==> src/rtl/risc16_seq_ctrl_pkg.sv <==
// Shared encodings for the RiSC-16 multi-cycle sequencer: opcodes, mux selects,
// ALU ops, FSM states and the control-vector payload.
package risc16_seq_ctrl_pkg;

  localparam int unsigned DEF_WORD_LEN = 16;
  localparam int unsigned OPC_W        = 3;
  localparam int unsigned IMM7_W       = 7;

  typedef enum logic [2:0] {
    OP_ADD  = 3'd0,
    OP_ADDI = 3'd1,
    OP_NAND = 3'd2,
    OP_LUI  = 3'd3,
    OP_SW   = 3'd4,
    OP_LW   = 3'd5,
    OP_BEQ  = 3'd6,
    OP_JALR = 3'd7
  } opcode_e;

  typedef enum logic [1:0] {
    SEL_PC_NPC    = 2'd0,
    SEL_PC_BRANCH = 2'd1,
    SEL_PC_ALU    = 2'd2,
    SEL_PC_HOLD   = 2'd3
  } pc_sel_e;

  typedef enum logic [1:0] {
    ALU_ADD    = 2'd0,
    ALU_NAND   = 2'd1,
    ALU_PASS_A = 2'd2,
    ALU_PASS_B = 2'd3
  } alu_op_e;

  typedef enum logic [1:0] {
    SEL_B_REG   = 2'd0,
    SEL_B_SIMM7 = 2'd1,
    SEL_B_IMM10 = 2'd2
  } b_sel_e;

  typedef enum logic [1:0] {
    SEL_WD_ALU = 2'd0,
    SEL_WD_MEM = 2'd1,
    SEL_WD_NPC = 2'd2
  } wd_sel_e;

  typedef enum logic [2:0] {
    ST_FETCH = 3'd0,
    ST_EXEC  = 3'd1,
    ST_MEM   = 3'd2,
    ST_WB    = 3'd3,
    ST_HALT  = 3'd4
  } state_e;

  typedef struct packed {
    pc_sel_e mux_pc;
    alu_op_e alu_op;
    b_sel_e  mux_alu_b;
    wd_sel_e mux_rf_wdata;
    logic    rf_we;
    logic    mem_req;
    logic    mem_we;
  } ctrl_t;

  // JALR with a non-zero immediate is the HALT encoding.
  function automatic logic is_halt(input opcode_e op, input logic [IMM7_W-1:0] imm7);
    return (op == OP_JALR) && (imm7 != '0);
  endfunction

endpackage

==> src/rtl/risc16_seq_ctrl_decode.sv <==
// Combinational control decode: FSM state + latched instruction fields -> control vector.
module risc16_decode
  import risc16_seq_ctrl_pkg::*;
(
  input  state_e            state,
  input  opcode_e           opcode,
  input  logic [IMM7_W-1:0] imm7,
  input  logic              alu_eq,
  input  logic              mem_ready,
  output ctrl_t             ctrl
);

  always_comb begin
    ctrl = '{mux_pc: SEL_PC_HOLD, alu_op: ALU_ADD, mux_alu_b: SEL_B_REG,
             mux_rf_wdata: SEL_WD_ALU, rf_we: 1'b0, mem_req: 1'b0, mem_we: 1'b0};
    case (state)
      ST_EXEC: begin
        case (opcode)
          OP_ADD: begin
            ctrl.rf_we  = 1'b1;
            ctrl.mux_pc = SEL_PC_NPC;
          end
          OP_ADDI: begin
            ctrl.mux_alu_b = SEL_B_SIMM7;
            ctrl.rf_we     = 1'b1;
            ctrl.mux_pc    = SEL_PC_NPC;
          end
          OP_NAND: begin
            ctrl.alu_op = ALU_NAND;
            ctrl.rf_we  = 1'b1;
            ctrl.mux_pc = SEL_PC_NPC;
          end
          OP_LUI: begin
            ctrl.alu_op    = ALU_PASS_B;
            ctrl.mux_alu_b = SEL_B_IMM10;
            ctrl.rf_we     = 1'b1;
            ctrl.mux_pc    = SEL_PC_NPC;
          end
          OP_BEQ: begin
            ctrl.mux_pc = alu_eq ? SEL_PC_BRANCH : SEL_PC_NPC;
          end
          OP_JALR: begin
            // HALT form leaves everything idle.
            if (!is_halt(opcode, imm7)) begin
              ctrl.alu_op       = ALU_PASS_A;
              ctrl.mux_rf_wdata = SEL_WD_NPC;
              ctrl.rf_we        = 1'b1;
              ctrl.mux_pc       = SEL_PC_ALU;
            end
          end
          OP_SW, OP_LW: begin
            ctrl.mux_alu_b = SEL_B_SIMM7;
          end
          default: ;
        endcase
      end
      ST_MEM: begin
        // Address held on the ALU for the whole memory access.
        ctrl.mux_alu_b = SEL_B_SIMM7;
        ctrl.mem_req   = 1'b1;
        ctrl.mem_we    = (opcode == OP_SW);
        if (mem_ready && (opcode == OP_SW)) ctrl.mux_pc = SEL_PC_NPC;
      end
      ST_WB: begin
        ctrl.mux_rf_wdata = SEL_WD_MEM;
        ctrl.rf_we        = 1'b1;
        ctrl.mux_pc       = SEL_PC_NPC;
      end
      default: ;
    endcase
  end

endmodule

==> src/rtl/risc16_seq_ctrl.sv <==
// RiSC-16 multi-cycle sequencer: FETCH/EXEC/MEM/WB FSM, memory timeout,
// HALT detection and retired-instruction counter.
module risc16_seq_ctrl
  import risc16_seq_ctrl_pkg::*;
#(
  parameter int unsigned WORD_LEN    = DEF_WORD_LEN,
  parameter int unsigned CNT_W       = 32,
  parameter int unsigned MEM_TIMEOUT = 15
) (
  input  logic                clk,
  input  logic                reset,
  input  logic [WORD_LEN-1:0] instr,
  input  logic                alu_eq,
  input  logic                mem_ready,
  output logic [1:0]          mux_pc,
  output logic [1:0]          alu_op,
  output logic [1:0]          mux_alu_b,
  output logic [1:0]          mux_rf_wdata,
  output logic                rf_we,
  output logic                mem_req,
  output logic                mem_we,
  output logic                halted,
  output logic                err,
  output logic [CNT_W-1:0]    retired
);

  localparam int unsigned WAIT_W = (MEM_TIMEOUT > 1) ? $clog2(MEM_TIMEOUT) : 1;

  state_e              state, state_next;
  logic [WORD_LEN-1:0] ir, ir_next;
  logic [WAIT_W-1:0]   wait_cnt, wait_next;
  logic [CNT_W-1:0]    retired_next;
  logic                halted_next, err_next;

  opcode_e           opcode;
  logic [IMM7_W-1:0] imm7;
  logic              unused_ir_bits;
  ctrl_t             ctrl;
  logic              retire_c;

  assign opcode         = opcode_e'(ir[WORD_LEN-1 -: OPC_W]);
  assign imm7           = ir[IMM7_W-1:0];
  assign unused_ir_bits = ^ir[WORD_LEN-OPC_W-1:IMM7_W];

  risc16_decode u_decode (
    .state     (state),
    .opcode    (opcode),
    .imm7      (imm7),
    .alu_eq    (alu_eq),
    .mem_ready (mem_ready),
    .ctrl      (ctrl)
  );

  assign mux_pc       = ctrl.mux_pc;
  assign alu_op       = ctrl.alu_op;
  assign mux_alu_b    = ctrl.mux_alu_b;
  assign mux_rf_wdata = ctrl.mux_rf_wdata;
  assign rf_we        = ctrl.rf_we;
  assign mem_req      = ctrl.mem_req;
  assign mem_we       = ctrl.mem_we;

  // HALT retires on its EXEC cycle even though the PC stays put.
  assign retire_c = (ctrl.mux_pc != SEL_PC_HOLD) ||
                    ((state == ST_EXEC) && is_halt(opcode, imm7));

  always_ff @(posedge clk or negedge reset) begin
    if (!reset) begin
      state    <= ST_FETCH;
      ir       <= '0;
      wait_cnt <= '0;
      retired  <= '0;
      halted   <= 1'b0;
      err      <= 1'b0;
    end else begin
      state    <= state_next;
      ir       <= ir_next;
      wait_cnt <= wait_next;
      retired  <= retired_next;
      halted   <= halted_next;
      err      <= err_next;
    end
  end

  always_comb begin
    state_next   = state;
    ir_next      = ir;
    wait_next    = wait_cnt;
    halted_next  = halted;
    err_next     = err;
    retired_next = (retire_c && (retired != '1)) ? retired + CNT_W'(1) : retired;
    case (state)
      ST_FETCH: begin
        ir_next    = instr;
        state_next = ST_EXEC;
      end
      ST_EXEC: begin
        if ((opcode == OP_SW) || (opcode == OP_LW)) begin
          wait_next  = '0;
          state_next = ST_MEM;
        end else if (is_halt(opcode, imm7)) begin
          halted_next = 1'b1;
          state_next  = ST_HALT;
        end else begin
          state_next = ST_FETCH;
        end
      end
      ST_MEM: begin
        if (mem_ready) begin
          state_next = (opcode == OP_SW) ? ST_FETCH : ST_WB;
        end else if (wait_cnt == WAIT_W'(MEM_TIMEOUT - 1)) begin
          err_next    = 1'b1;
          halted_next = 1'b1;
          state_next  = ST_HALT;
        end else begin
          wait_next = wait_cnt + WAIT_W'(1);
        end
      end
      ST_WB:   state_next = ST_FETCH;
      ST_HALT: state_next = ST_HALT;
      default: state_next = ST_FETCH;
    endcase
  end

endmodule
==> config.mk <==
export PLATFORM = sky130hd
export DESIGN_NAME = risc16_seq_ctrl
export DESIGN_NICKNAME = d
export VERILOG_FILES = /design/src/rtl/risc16_seq_ctrl_pkg.sv /design/src/rtl/risc16_seq_ctrl_decode.sv /design/src/rtl/risc16_seq_ctrl.sv
export SDC_FILE = /design/constraint.sdc
export NUM_CORES = 1
export LEC_CHECK = 0
export ABC_AREA = 1
export CELL_PAD_IN_SITES_DETAIL_PLACEMENT = 0
export CELL_PAD_IN_SITES_GLOBAL_PLACEMENT = 1
export CORE_MARGIN = 5
export CORE_UTILIZATION = 34
export CTS_BUF_LIST = sky130_fd_sc_hd__clkbuf_2
export DETAILED_ROUTE_END_ITERATION = 7
export PLACE_DENSITY = 0.8
export SYNTH_ARGS = -nofsm -noshare
export SYNTH_HDL_FRONTEND = slang
export SYNTH_SLANG_ARGS = --single-unit
==> constraint.sdc <==
create_clock -name clk -period 1.75 [get_ports clk]
set_input_delay 0.175 -clock clk [delete_from_list [all_inputs] [get_ports clk]]
set_output_delay 0.175 -clock clk [all_outputs]
set_load 0.01 [all_outputs]
-- Yosys cells after proc, flatten, opt, wreduce, memory -nomap -nowiden
Cells that the tools add are included.
W data, S select, Z words.
- register bits after elaboration: 57
- input bits: 20
- output and inout port bits: 45
- word-level logic and storage cells: 74
- add/subtract/negate cells: 2
- eq/ne operators: 21
- muxes and demuxes: 29
- bitwise operators: 1
- reductions and logical operators: 15
- operators with widths (operator ; count):
    $add A32 B1 Y32 const B ; 1
    $ne A32 B32 Y1 const B ; 1
    $mux W3 ; 6
    $pmux W2 S3 ; 3
    $eq A3 B3 Y1 const B ; 5
    $eq A3 B2 Y1 const B ; 4
    $mux W4 ; 3
    $pmux W3 S4 ; 1
    $mux W2 ; 5
    $ne A2 B2 Y1 const B ; 5
    $pmux W2 S2 ; 2
    $pmux W4 S2 ; 1
    $reduce_bool A7 Y1 ; 1
    $eq A3 B1 Y1 const B ; 2
    $logic_not A3 Y1 ; 2
    $pmux W3 S2 ; 1
    $mux W1 ; 5
    $reduce_and A5 Y1 ; 1
    $add A4 B1 Y4 const B ; 1
    $eq A4 B4 Y1 const B ; 1
    $logic_and A1 B1 Y1 ; 4
    $ne A2 B1 Y1 const B ; 2
    $pmux W1 S2 ; 2
    $reduce_and A4 Y1 ; 1
    other kinds (7) ; 8

-- Longest topological paths before layout
- depth after elaboration: 8
- gate-level depth with buffers: 11
- mapped depth without buffers: 10

-- Cells and area by module
From an unflattened synthesis, not the netlist that was laid out.
- cells, all modules: 476
- area total of the unflattened synthesis: 3180.6 um2
- by module, submodules not included (module ; times used ; cells each ; area each (um2) ; seq. area each (um2)):
    risc16_seq_ctrl ; 1 ; 432 ; 2990.4 ; 1276.2
    risc16_decode ; 1 ; 44 ; 190.2 ; 0.0

-- Worst setup path after synthesis
Ideal clock, no wire load.
- path kind: register -> register
- start point: register retired[0]
- end point: register retired[16]
- setup time: 0.117 ns
- arrival: 1.627 ns
- data required time: 1.633 ns
- slack: 0.006 ns
- cell stages (with the launch flop): 10
- path buffers: 1
- period minus slack after synthesis: 1.744 ns
- cells stage by stage: dfrtp_1 ha_1 inv_2 nor2_4 nand2_4 nor2_4 nand3_4 buf_2 nand3_1 nand2_1
- word-level cells in the longest chain between the ends: 2
- elaborated cells between the ends (all ways): 3
- those cells by class: 1 x add/sub; 1 x eq/ne; 1 x reduce/logical
- RTL lines (what ; line ; source):
    from (decl) ; risc16_seq_ctrl.sv:24 ; output logic [CNT_W-1:0] retired
    from (signal assigned) ; risc16_seq_ctrl.sv:78 ; retired <= retired_next;
    parallel branches: the longest is 2 deep, another holds $add A32 B1 Y32 ; - ;
Parallel ways; which one is timed is not known.
A chain may end at the register's enable or synchronous reset.

-- Final worst setup path
- start point: register state[2]
- end point: output mux_pc[0]
- word-level cells in the longest chain between the ends: 2
- elaborated cells between the ends (all ways): 4
- those cells by class: 3 x eq/ne; 1 x mux
- RTL lines (what ; line ; source):
    from (decl) ; risc16_seq_ctrl.sv:29 ; state_e state, state_next;
    from (signal assigned) ; risc16_seq_ctrl.sv:75 ; state <= state_next;
    $eq A3 B2 Y1 or $eq A3 B1 Y1 (tied branches) ; risc16_seq_ctrl_decode.sv:16 ; case (state)
    $pmux W2 S3 (*) ; risc16_seq_ctrl_decode.sv:16 ;
    to (decl) ; risc16_seq_ctrl.sv:15 ; output logic [1:0] mux_pc,
Every way passes the cells marked *; elsewhere a longest branch is shown, timed or not.

==> impl_summary.txt <==
----------------------------------------------------
[Worst setup path]
  Crit path cell chain ... buf_6 > nor2_4 > nand2_4 > nor2_4 > nand3_2 > nand3_2 > buf_6
  Worst R2R Setup Slack ... -0.04 ns
  Required time of the worst setup path ... around 1.6 ns
  Highest fanout seen on the critical path ... 4
  Crit path capture type ... primary output
  Cell with the largest stage delay on the worst path ... sky130_fd_sc_hd__dfrtp_1
  Data arrival time of the critical path ... 1.66 ns
  Worst path max stage delay ... 0.45 ns
  WS Path Type ... reg2out
  Startpoint type of the worst setup path ... flip-flop

[Synth]
  Mapped Area ... 3270 um^2
  Number of warnings printed during yosys synthesis ... 0
  Synth Net Count ... between 500 and 600
  Share of the synthesized area in the top cell type ... between 30% and 40%
  Top cells by area, synth ... sky130_fd_sc_hd__dfrtp_1 (39%), sky130_fd_sc_hd__nand2_1 (25%), sky130_fd_sc_hd__nor2_1 (8.5%)
  Cell types with the highest counts after synthesis ... sky130_fd_sc_hd__nand2_1 (222), sky130_fd_sc_hd__nor2_1 (74), sky130_fd_sc_hd__dfrtp_1 (51), sky130_fd_sc_hd__inv_1 (36), sky130_fd_sc_hd__nand3_1 (29)
  Portion of the post-synthesis area used by sequential elements ... around 39%
  Post-synth EDFFs ... 0
  Average cell area after synthesis ... ~6.7 um^2
  Number of distinct standard cells referenced by the synthesized netlist ... 30
  Register bit count reported by yosys ... 51
  Cell count after synthesis ... between 400 and 500
  Async set or reset register ratio after synthesis ... 100%
  Leading register cell type out of synthesis ... sky130_fd_sc_hd__dfrtp_1
  Cell with the most instances after synthesis ... sky130_fd_sc_hd__nand2_1
  Cell type with the highest aggregate area in the netlist ... sky130_fd_sc_hd__dfrtp_1

[Power and ir drop]
  LEAKAGE ... 0.00257 uW
  Maximum resistive drop on vdd ... approximately 640 uV
  Power per Cell Area ... 1050 nW/um^2

[Floorplanning]
  Chip Width ... 108 um
  Die Span Y ... 108 um
  Cell Rows ... 35
  CORE AREA ... 9330 um^2
  Starting Density ... roughly a third
  Die footprint ... between 10,000 and 15,000 um^2
  Top-level port count ... 65

[Run status]
  Violated checks ... setup timing
  Run status ... finished, violations left

[Route]
  Number of antenna-violating nets in the routed design ... 0
  Routed WL per cell ... approximately 14 um
  Total detailed-routing wirelength ... between 10 and 15 mm
  Count of unresolved DRC violations after routing ... 0
  Detailed-route vias per instance ... between 4 and 5
  Via Count ... around 3,500
  Number of optimization iterations in the first detailed-route pass ... 4
  DRC marker count from the first detailed-route iteration ... about 150

[Clock network]
  Clock buffers created by TritonCTS ... 5
  Clock latency on the worst-skew pair ... between 0.4 and 0.5 ns
  Clock transition time at the flip-flop clock pins of the worst setup and hold paths ... approximately 0.29 ns
  Clock Sinks ... 51
  CTS Buffer Depth ... 2
  Maximum level of the CTS H-tree ... 2
  Root buffer selected by CTS ... sky130_fd_sc_hd__clkbuf_2
  Clock tree from TritonCTS ... yes

[Timing]
  Worst clock skew on the final layout ... 0.0210 ns
  Setup-violating endpoint count in the final report ... 21
  Relative max-transition margin ... a little under two thirds
  Unrepaired setup endpoints after global routing ... yes
  Number of failing hold endpoints at the final stage ... 0
  Achievable Freq ... ~550 MHz
  Actual transition at the worst max-transition pin ... about 0.54 ns
  Final Max Tran Viols ... 0
  Final worst setup slack ... -0.0843 ns
  Time the worst path needs with I/O delays and setup ... around 1.8 ns
  Period utilization ... 105%

[Hold path]
  Hold/Removal Path Class ... in2async

[Global routing]
  Global route total overflow ... 0
  Number of antenna violations at the first check in global routing ... 0
  Vias in the first global route ... 3,417
  First-pass GRT wire length ... 16.5 mm
  Pin count of the biggest net entering global routing ... 36
  Global-route usage over all layers ... between 15 and 20%

[Place]
  Placed cell areas ... approximately 4200 um^2
  Half-perimeter wire length after placement ... around 7.3 mm
  Global placement routability congestion ... about 0.84
  Total of buffers placed on input and output ports ... a little under 60

[Cells and area]
  Core utilization of the finished layout ... roughly half
  Syn-to-layout area delta ... 45.0%
  Antenna Cells ... 0
  Non-Filler Cell Area, Final ... 4750 um^2
  Nets@finish ... 639
  Ratio of cells with drive above 1 in the final layout ... between 20 and 25%
  Filler Cell Count ... between 900 and 1,000

[Flow run]
  MaxCap Viol Count ... 0

----------------------------------------------------
-- through the flow --
step / setup TNS (ns) / hold WS (ns) / instances / total power, uW / worst slack, ns
4_1_cts: -0.645 / 0.151 / 732 / 4790 / -0.135
3_3_place_gp: -0.308 / 0.144 / 708 / 3780 / -0.0618
2_1_floorplan: 0 / -0.121 / 492 / 3060 / 0.00580
3_5_place_dp: -0.872 / 0.154 / 708 / 3810 / -0.0485
5_1_grt: -5.04 / 0.153 / 746 / 5330 / -0.211
6_report: -0.697 / 0.138 / 746 / 4990 / -0.0843
-- critical path: cells and delay by family, from the launching register on --
kind | cells | cell delay [ns]
buffers and inverters | 2 | 0.22
flip-flops | 1 | 0.45
AND/OR/NAND/NOR | 5 | 0.53
-- layer usage --
metal,vias up,global-route usage (%),part of all wire (%)
li1,1781,-,-
met2,79,31.0,49
met3,12,3.22,5.6
met4,0,5.41,1.7
met5,-,0,0
met1,1578,22.2,44
-- logic make-up (layout without fill, tap and decap cells) --
logic type               count (synthesis)  after routing  share of synthesized area (%)
AND/OR/NAND/NOR                        355            357                           45.7
flip-flops                              51             51                           39.0
buffers and inverters                   47            170                           6.54
AO/OA/AOI/OAI                           23             23                           3.79
XOR/XNOR                                 8              8                           2.14
multiplexers                             5              5                           1.72
adder cells (fa/ha/maj)                  3              3                           1.15
-- power by group --
group	leakage (uW)	switching [uW]	total [uW]	internal [uW]
clock network	0.0000290	411	513	102
logic	0.00189	1690	2860	1160
registers	0.000651	200	1620	1420
-- layout by cell type (no fill, tap or decap), types with 2 or more instances in the layout --
cell                              Yosys  routed
sky130_fd_sc_hd__nand2_4              2       5
sky130_fd_sc_hd__a21oi_1             10       9
sky130_fd_sc_hd__buf_6                4      11
sky130_fd_sc_hd__dlymetal6s2s_1       0      19
sky130_fd_sc_hd__nand2_2              1       6
sky130_fd_sc_hd__inv_2                2       6
sky130_fd_sc_hd__nand2_8              0       2
sky130_fd_sc_hd__clkbuf_2             0       6
sky130_fd_sc_hd__nand3_1             29      25
sky130_fd_sc_hd__and2_1               2       2
sky130_fd_sc_hd__nand3_2              1       4
sky130_fd_sc_hd__dlygate4sd2_1        0       2
sky130_fd_sc_hd__nand3b_1            15      15
sky130_fd_sc_hd__nand2_1            222     214
sky130_fd_sc_hd__nor2_4               2       6
sky130_fd_sc_hd__nor2_1              74      61
sky130_fd_sc_hd__dfrtp_1             51      40
sky130_fd_sc_hd__clkdlybuf4s50_1      0      25
sky130_fd_sc_hd__mux2_2               5       5
sky130_fd_sc_hd__nand3_4              1       2
sky130_fd_sc_hd__xnor2_1              5       5
sky130_fd_sc_hd__nor2_2               1      10
sky130_fd_sc_hd__xor2_1               3       3
sky130_fd_sc_hd__o21ai_0             10       9
sky130_fd_sc_hd__inv_1               36      30
sky130_fd_sc_hd__buf_2                3       8
sky130_fd_sc_hd__dfrtp_2              0      11
sky130_fd_sc_hd__nor3_2               0       2
sky130_fd_sc_hd__ha_1                 3       2
sky130_fd_sc_hd__buf_4                1      57
-- registers in the layout (all words and copies together) (netlist names) --
signal    cells
err           1
ir           10
state         3
wait_cnt      4
halted        1
retired      32
-- timing repair --
| item | CTS | global route |
|---|---|---|
| gates resized for setup | 95 | 49 |
| endpoints found under the setup margin | 53 | 70 |
| hold endpoints to repair | 18 | 0 |
| pin swaps | 11 | 6 |
| setup buffers | 14 | 12 |
| gates cloned | 1 | 2 |
| hold buffers | 1 | 0 |
-- area by class of cell --
| type | count | area [um^2] | share of cell area (%) |
|---|---|---|---|
| clock buffer | 6 | 30.0 | 0.633 |
| clock inverter | 2 | 12.5 | 0.264 |
| inverter | 38 | 150 | 3.16 |
| multi-input combinational | 396 | 1970 | 41.6 |
| sequential | 51 | 1290 | 27.2 |
| tap | 129 | 161 | 3.40 |
| timing repair buffer | 124 | 1130 | 23.8 |
-- path summary, 6_finish.rpt --
check | from | end | cells past startpoint
worst max-delay path | state[2] | mux_pc[0] | 7
worst min-delay path | reset | retired[8] | 2
worst max register to register | state[2] | retired[15] | 11
worst min register to register | err | err | 1
max in group asynchronous | reset | retired[9] | 3
min in group clk | instr[15] | ir[15] | 3
Power figures use the tool's default switching activity.
